===== src/rtl/uart_rx_deserializer.sv =====
// uart_rx_deserializer: 16x-oversampled UART receiver (8N1) with valid/ready output and error pulses.
// Define UART_RX_PARITY_EN to add a parity bit, the PARITY_ODD parameter and the parity_err output.
module uart_rx_deserializer #(
   parameter int OVERSAMPLE = 16,
   parameter int DATA_BITS  = 8
`ifdef UART_RX_PARITY_EN
   ,parameter bit PARITY_ODD = 1'b0
`endif
) (
   input  logic                 clk,
   input  logic                 rst_n,
   input  logic                 baud_tick,
   input  logic                 srx,
   output logic [DATA_BITS-1:0] rx_data,
   output logic                 rx_valid,
   input  logic                 rx_ready,
   output logic                 frame_err,
   output logic                 overrun,
`ifdef UART_RX_PARITY_EN
   output logic                 parity_err,
`endif
   output logic                 break_det
);
   localparam int TW = $clog2(OVERSAMPLE);
   localparam int BW = $clog2(DATA_BITS);
   localparam logic [TW-1:0] T_MID  = TW'(OVERSAMPLE / 2 - 1);
   localparam logic [TW-1:0] T_END  = TW'(OVERSAMPLE - 1);
   localparam logic [BW-1:0] B_LAST = BW'(DATA_BITS - 1);

   typedef enum logic [2:0] {IDLE, START, DATA, PARITY, STOP, WAIT_IDLE} state_t;

`ifdef UART_RX_PARITY_EN
   localparam state_t AFTER_DATA = PARITY;
`else
   localparam state_t AFTER_DATA = STOP;
`endif

   state_t                 state_q, state_d;
   logic [1:0]             sync_q;
   logic [TW-1:0]          tick_q, tick_d;
   logic [BW-1:0]          bit_q, bit_d;
   logic [DATA_BITS-1:0]   shreg_q, shreg_d;
   logic [DATA_BITS-1:0]   rx_data_q, rx_data_d;
   logic                   rx_valid_q, rx_valid_d;
   logic                   frame_err_q, frame_err_d;
   logic                   overrun_q, overrun_d;
   logic                   break_q, break_d;
   logic                   srx_s, stop_smp, good, load;
`ifdef UART_RX_PARITY_EN
   logic                   par_q, par_d;
   logic                   parity_err_q, parity_err_d;
`endif

   assign srx_s = sync_q[1];

   always_comb begin
      state_d  = state_q;
      tick_d   = tick_q;
      bit_d    = bit_q;
      shreg_d  = shreg_q;
      stop_smp = 1'b0;
`ifdef UART_RX_PARITY_EN
      par_d    = par_q;
`endif
      if (baud_tick) begin
         case (state_q)
            IDLE: if (!srx_s) begin
               state_d = START;
               tick_d  = '0;
            end
            START: if (tick_q == T_MID) begin
               tick_d  = '0;
               bit_d   = '0;
               state_d = srx_s ? IDLE : DATA;
            end else tick_d = tick_q + 1'b1;
            DATA: if (tick_q == T_END) begin
               tick_d  = '0;
               shreg_d = {srx_s, shreg_q[DATA_BITS-1:1]};
               bit_d   = bit_q + 1'b1;
               state_d = (bit_q == B_LAST) ? AFTER_DATA : DATA;
            end else tick_d = tick_q + 1'b1;
`ifdef UART_RX_PARITY_EN
            PARITY: if (tick_q == T_END) begin
               tick_d  = '0;
               par_d   = srx_s;
               state_d = STOP;
            end else tick_d = tick_q + 1'b1;
`endif
            STOP: if (tick_q == T_END) begin
               tick_d   = '0;
               stop_smp = 1'b1;
               state_d  = srx_s ? IDLE : WAIT_IDLE;
            end else tick_d = tick_q + 1'b1;
            WAIT_IDLE: state_d = srx_s ? IDLE : WAIT_IDLE;
            default: state_d = IDLE;
         endcase
      end
   end

   // A good byte loads if the holding register is free or is being drained this same cycle.
   always_comb begin
      good        = stop_smp & srx_s;
      load        = good & (~rx_valid_q | rx_ready);
      rx_data_d   = load ? shreg_q : rx_data_q;
      rx_valid_d  = load | (rx_valid_q & ~rx_ready);
      frame_err_d = stop_smp & ~srx_s;
      break_d     = frame_err_d & (shreg_q == '0);
      overrun_d   = good & rx_valid_q & ~rx_ready;
`ifdef UART_RX_PARITY_EN
      parity_err_d = stop_smp & ((^{shreg_q, par_q}) != PARITY_ODD);
`endif
   end

   always_ff @(posedge clk or negedge rst_n) begin
      if (!rst_n) begin
         sync_q      <= 2'b11;
         state_q     <= IDLE;
         tick_q      <= '0;
         bit_q       <= '0;
         shreg_q     <= '0;
         rx_data_q   <= '0;
         rx_valid_q  <= 1'b0;
         frame_err_q <= 1'b0;
         overrun_q   <= 1'b0;
         break_q     <= 1'b0;
      end else begin
         sync_q      <= {sync_q[0], srx};
         state_q     <= state_d;
         tick_q      <= tick_d;
         bit_q       <= bit_d;
         shreg_q     <= shreg_d;
         rx_data_q   <= rx_data_d;
         rx_valid_q  <= rx_valid_d;
         frame_err_q <= frame_err_d;
         overrun_q   <= overrun_d;
         break_q     <= break_d;
      end
   end

`ifdef UART_RX_PARITY_EN
   always_ff @(posedge clk or negedge rst_n) begin
      if (!rst_n) begin
         par_q        <= 1'b0;
         parity_err_q <= 1'b0;
      end else begin
         par_q        <= par_d;
         parity_err_q <= parity_err_d;
      end
   end

   assign parity_err = parity_err_q;
`endif

   assign rx_data   = rx_data_q;
   assign rx_valid  = rx_valid_q;
   assign frame_err = frame_err_q;
   assign overrun   = overrun_q;
   assign break_det = break_q;
endmodule

===== config.mk =====
export PLATFORM = sky130hd
export DESIGN_NAME = uart_rx_deserializer
export DESIGN_NICKNAME = d
export VERILOG_FILES = /design/src/rtl/uart_rx_deserializer.sv
export SDC_FILE = /design/constraint.sdc
export NUM_CORES = 1
export LEC_CHECK = 0
export CAP_MARGIN = 20
export CORE_MARGIN = 5
export CORE_UTILIZATION = 40
export CTS_CLUSTER_DIAMETER = 120
export DETAILED_ROUTE_END_ITERATION = 8
export DONT_BUFFER_PORTS = 1
export GPL_ROUTABILITY_DRIVEN = 0
export PLACE_DENSITY_LB_ADDON = 0.08
export SLEW_MARGIN = 30
export SYNTH_ARGS = -nofsm -noshare
export SYNTH_HDL_FRONTEND = slang
export SYNTH_SLANG_ARGS = --single-unit

===== constraint.sdc =====
create_clock -name clk -period 2.2 [get_ports clk]
set_clock_uncertainty 0.1 [all_clocks]
set_input_delay 0.44 -clock clk [delete_from_list [all_inputs] [get_ports clk]]
set_output_delay 0.44 -clock clk [all_outputs]
set_load 0.005 [all_outputs]

; ---- Word level (Yosys, flattened, before mapping)
; Index checks and enable logic that the tools add are counted.
[word_totals]
regBits = 32
input_bits = 5
output_inout_bits = 12
elab_cells = 62
[classes]
add_sub_neg = 2
eq_ne = 11
n_mux = 18
bitwise = 12
n_reduce_logical = 9
[ops]
columns = cell, n
row1 = $mux W3, 8
row2 = $pmux W3 S5, 1
row3 = $mux W4, 3
row4 = $pmux W4 S3, 1
row5 = $eq A3 B3 Y1 const B, 3
row6 = $logic_not A8 Y1, 1
row7 = $ne A2 B2 Y1 const B, 4
row8 = $and A1 B1 Y1, 7
row9 = $pmux W3 S2, 1
row10 = $reduce_and A3 Y1, 2
row11 = $reduce_and A5 Y1, 1
row12 = $add A4 B1 Y4 const B, 1
row13 = $eq A4 B3 Y1 const B, 1
row14 = $eq A4 B4 Y1 const B, 1
row15 = $reduce_and A4 Y1, 1
row16 = $add A3 B1 Y3 const B, 1
row17 = $eq A3 B1 Y1 const B, 1
row18 = $eq A3 B2 Y1 const B, 1
row19 = $logic_not A3 Y1, 1
row20 = $mux W1, 3
row21 = $not A1 Y1, 3
row22 = $reduce_bool A3 Y1, 1
row23 = $mux W2, 1
row24 = $or A1 B1 Y1, 2
row25 = other kinds (2), 2

; ---- Depth between registers and ports, before layout
; Gate-level depths: netlist (run 1).
[depth]
ltp_word = 7
depth_mapped = 6
ltp_nobuf = 6

; ---- Worst setup path before layout (run 1)
; No wires, ideal clock.
[synth_path]
path_kind = register -> register
startpoint = register tick_q[0]
endpoint = register state_q[1]
setup_ns = 0.090
arrival_ns = 1.571
t_required_ns = 2.010
slack_ns = 0.438
path_stages_with_launch = 6
path_buffers = 0
synth_period_minus_slack_ns = 1.762
cell_sequence = dfrtp_1 -> ha_1 -> and3_1 -> o32a_1 -> or3_1 -> o221ai_1
[synth_via]
elab_chain_cells = 3
elab_cells_between_ends = 6
cone_classes = 5 x eq/ne / 1 x reduce/logical
[synth_lines]
columns = element, line_no
row1 = from (decl), 40  ; logic [TW-1:0] tick_q, tick_d;
row2 = from (signal assigned), 129  ; tick_q <= tick_d;
row3 = $eq A4 B4 Y1 or $eq A4 B3 Y1 (tied branches), "76, 89, 71"
row4 = $ne A2 B2 Y1 (no line), n/a
row5 = $reduce_and A5 Y1 (no line) (*), n/a
row6 = to (signal assigned), 128  ; state_q <= state_d;
row7 = to (decl), 38  ; state_t state_q, state_d;
; Every way passes the cells marked *; elsewhere a longest branch is shown, timed or not.
; A chain may end at the register's enable or synchronous reset.

; ---- Worst setup path in the final report (run 1)
; Ends and elaborated chain as after synthesis.

==> impl_metrics.py, run 1 <==
metrics = {
    "sta": {
        "drv_slew": 0,
        "worstMarginPinSlew_ns": 0.448,
        "fmax_ghz": 0.516,
        "setup_tns_ns": 0,
        "setup_ws_ns": 0.264,
        "fin_crit_sh_pct": 88.0,
        "setup_viol": 0,
        "rsz0062_at_grt": "no",
        "max_slew_margin_pct": 70.1,
        "period_needed_ns": 1.94,
        "finalHoldViolCount": 0,
    },
    "pwr": {
        "pwr-share-comb_pct": 22.7,
        "seqPwrFrac_pct": 42.7,
        "p_sw_share_pct": 29.4,
        "ir_drop_uv": 420,
        "p_int_mw": 1.23,
        "p_sw_mw": 0.512,
        "pwr_density_cell_mw_per_mm2": 1000,
        "p_leak_nw": 0.823,
        "finalPower_mw": 1.74,
        "pwr-share-clk_pct": 34.7,
    },
    "critical_path": {
        "critical_path_class": "register to register",
        "critPathLaunchType": "register",
        "cp_max_fo": 6,
        "worst_ep_arrival_time_ns": 2.02,
        "cp.required_ns": 2.28,
        "worst_setup_path_end_kind": "register",
    },
    "synth": {
        "yosysSeqAreaShare_pct": 52.3,
        "synth_top_area_cell": "dfrtp_1",
        "synth_commonest_cells": "dfrtp_1 (30), nand2_1 (9), mux2_2 (8), mux2_4 (8), nor2_1 (7)",
        "synthTopCellsByArea": "dfrtp_1 (49%), mux2_4 (7.8%), mux2_2 (5.9%), mux2i_1 (3.9%), dfstp_2 (3.4%)",
        "synth-async-reset-ratio_pct": 100,
        "synth_edf_count": 0,
        "synth.distinct_cells": 36,
        "synth_area_per_cell_um2": 12.3,
        "synth.most_common_cell": "dfrtp_1",
        "synth_area_mm2": 0.00154,
        "synthCells": 125,
        "synthFlopType": "dfrtp_1",
        "synth.ff_latch_count": 32,
        "synth-warning-count": 0,
        "synth.top_cell.area_share_pct": 48.9,
        "synth_nets": 133,
    },
    "clocking": {
        "clk_pin_slew_ns": 0.06,
        "cts_tree": "built",
        "root_buffer": "clkbuf_8",
        "cts-resized-gates": 0,
        "clkLatencyLatePin_ns": 0.28,
        "cts_buffers": 5,
        "cts_num_sinks": 32,
        "cts_htree_levels": 2,
        "max-clock-path-buffers": 2,
    },
    "outcome": {
        "status": "finished, final reports clean",
    },
    "route": {
        "routed_via_density": 5.38,
        "drtIter0Drc": 39,
        "routed.top_layer": "met4",
        "m1WireLength_um": 1390,
        "drcViolationCount": 0,
        "wl_um": 2820,
        "antenna_left": 0,
        "wl_met2_um": 1220,
        "route.met3.wl_um": 170,
        "num_vias": 968,
        "drt_first_pass_iters": 4,
        "wl_per_cell_um": 15.7,
    },
    "cells_and_area": {
        "layout.nets": 139,
        "diodes": 0,
        "multi_input_area_um2": 683,
        "area_delta_synth_final_pct": 13.0,
        "fin_area_mm2": 0.00174,
        "drive_gt1_share_pct": 25.0,
        "regArea_um2": 803,
        "n_fill_cell": 358,
        "fin_util_pct": 47.1,
    },
    "global_routing": {
        "grt_pass1_wl_um": 4920,
        "antenna_found_initial": 0,
        "grt_pass1_vias": 946,
        "grt_max_degree": 33,
        "grt_overflow_total": 0,
        "track_usage_pct": 12.3,
    },
    "floorplan": {
        "floorplan.initialDensity_pct": 41.7,
        "core_area_mm2": 0.00369,
        "die_w_um": 72.0,
        "dieArea_mm2": 0.00518,
        "pin_count": 17,
        "row_count": 22,
        "chipHeight_um": 72.0,
    },
    "placement": {
        "post-place-ws_ns": 0.285,
        "hpwl_um": 2000,
        "portBuffers": 0,
        "postPlaceCellArea_mm2": 0.00158,
    },
    "hold_path": {
        "worstHoldPathType": "input port to register",
    },
    "job": {
        "maxCapViolations": 0,
    },
}
[power groups by stage]
stage | clock network (mW) | logic (mW) | registers (mW)
after floorplan | 0 | 0.345 | 0.697
after global placement | 0 | 0.374 | 0.752
after detailed placement | 0 | 0.374 | 0.753
after CTS | 0.623 | 0.395 | 0.741
after global routing | 0.646 | 0.446 | 0.754
final | 0.603 | 0.394 | 0.742
[kinds of logic (layout without fill, tap and decap cells)]
kind of cell / after synthesis / after routing / share of synthesized area, %
simple gates: 40 / 40 / 16.4
compound gates: 17 / 17 / 7.41
mux: 22 / 22 / 17.6
fa+ha+maj: 4 / 4 / 3.09
flops: 32 / 32 / 52.3
buf+inv: 10 / 17 / 3.26
[cells in the final DEF (no fill, tap or decap), types with 3 or more instances in the layout]
cell type and n:
ha_1 3, o21ai_0 4, nand2b_1 4, inv_1 5, dfrtp_1 30, nand2_1 9, mux2_4 8, and3_1 3
nor2_1 7, mux2i_1 6, clkbuf_8 7, nor3_1 3, a21oi_1 4, mux2_2 8
[registers in the layout, indices dropped and copies added, names as in the netlist]
name and cells:
break_det 1, rx_valid 1, state_q 3, rx_data 8, shreg_q 8, sync_q 2
bit_q 3, frame_err 1, overrun 1, tick_q 4
[stage by stage]
step / instances / hold WS (ns)
6_report: 180 / 0.0614
5_1_grt: 180 / 0.0437
4_1_cts: 180 / 0.0480
3_5_place_dp: 170 / 0.0453
3_3_place_gp: 170 / 0.0452
2_1_floorplan: 125 / 0.0444
[area by class of cell]
type	instances	area share, %
sequential	32	46.3
multi-input combinational	83	39.3
timing repair buffer	4	2.59
clock buffer	7	5.55
clock inverter	1	1.73
tap	48	3.46
inverter	5	1.08
[final timing paths]
kind                       slack [ns]         end       from  cells after the start
max                              0.26  state_q[1]  tick_q[0]                      5
min                              0.06   sync_q[0]        srx                      0
max reg2reg                      0.26  state_q[1]  tick_q[0]                      5
min reg2reg                      0.26   sync_q[1]  sync_q[0]                      0
max in group asynchronous        1.25   sync_q[0]      rst_n                      2
min in group asynchronous        0.51  rx_data[1]      rst_n                      2
[critical path: stages, from the launching register on]
cell,delay [ns]
dfrtp_1,0.41
ha_1,0.27
and3_1,0.24
o32a_1,0.42
or3_1,0.33
o221ai_1,0.07
[per-layer routing]
metal  global-route usage (%)  up-vias
met5                        0        -
met4                     5.01        0
met3                     4.16        4
met2                     16.9       24
met1                     17.5      474
li1                         -      466
[repair_timing]
| action | in CTS | in global routing |
|---|---|---|
| setup buffers | 0 | 0 |
| hold buffers | 2 | 0 |
| hold endpoints to repair | 32 | 0 |
No activity file was read; power rests on OpenSTA's default activity.
==> inputs of run 2 (changes only) <==
--- a/config.mk
+++ b/config.mk
@@ -5,10 +5,12 @@
 export SDC_FILE = /design/constraint.sdc
 export NUM_CORES = 1
 export LEC_CHECK = 0
+export ABC_CLOCK_PERIOD_IN_PS = 2200
 export CAP_MARGIN = 20
 export CORE_MARGIN = 5
 export CORE_UTILIZATION = 40
 export CTS_CLUSTER_DIAMETER = 120
+export CTS_CLUSTER_SIZE = 28
 export DETAILED_ROUTE_END_ITERATION = 8
 export DONT_BUFFER_PORTS = 1
 export GPL_ROUTABILITY_DRIVEN = 0
==> results of run 2 <==
Same layout as run 1: the final DEF is identical, and so are final timing and power.
==> inputs of run 3 (changes only) <==
--- a/config.mk
+++ b/config.mk
@@ -15,7 +15,7 @@
 export DONT_BUFFER_PORTS = 1
 export GPL_ROUTABILITY_DRIVEN = 0
 export PLACE_DENSITY_LB_ADDON = 0.08
-export SLEW_MARGIN = 30
+export SLEW_MARGIN = 5
 export SYNTH_ARGS = -nofsm -noshare
 export SYNTH_HDL_FRONTEND = slang
 export SYNTH_SLANG_ARGS = --single-unit
==> results of run 3 <==
Same layout as run 1: the final DEF is identical, and so are final timing and power.
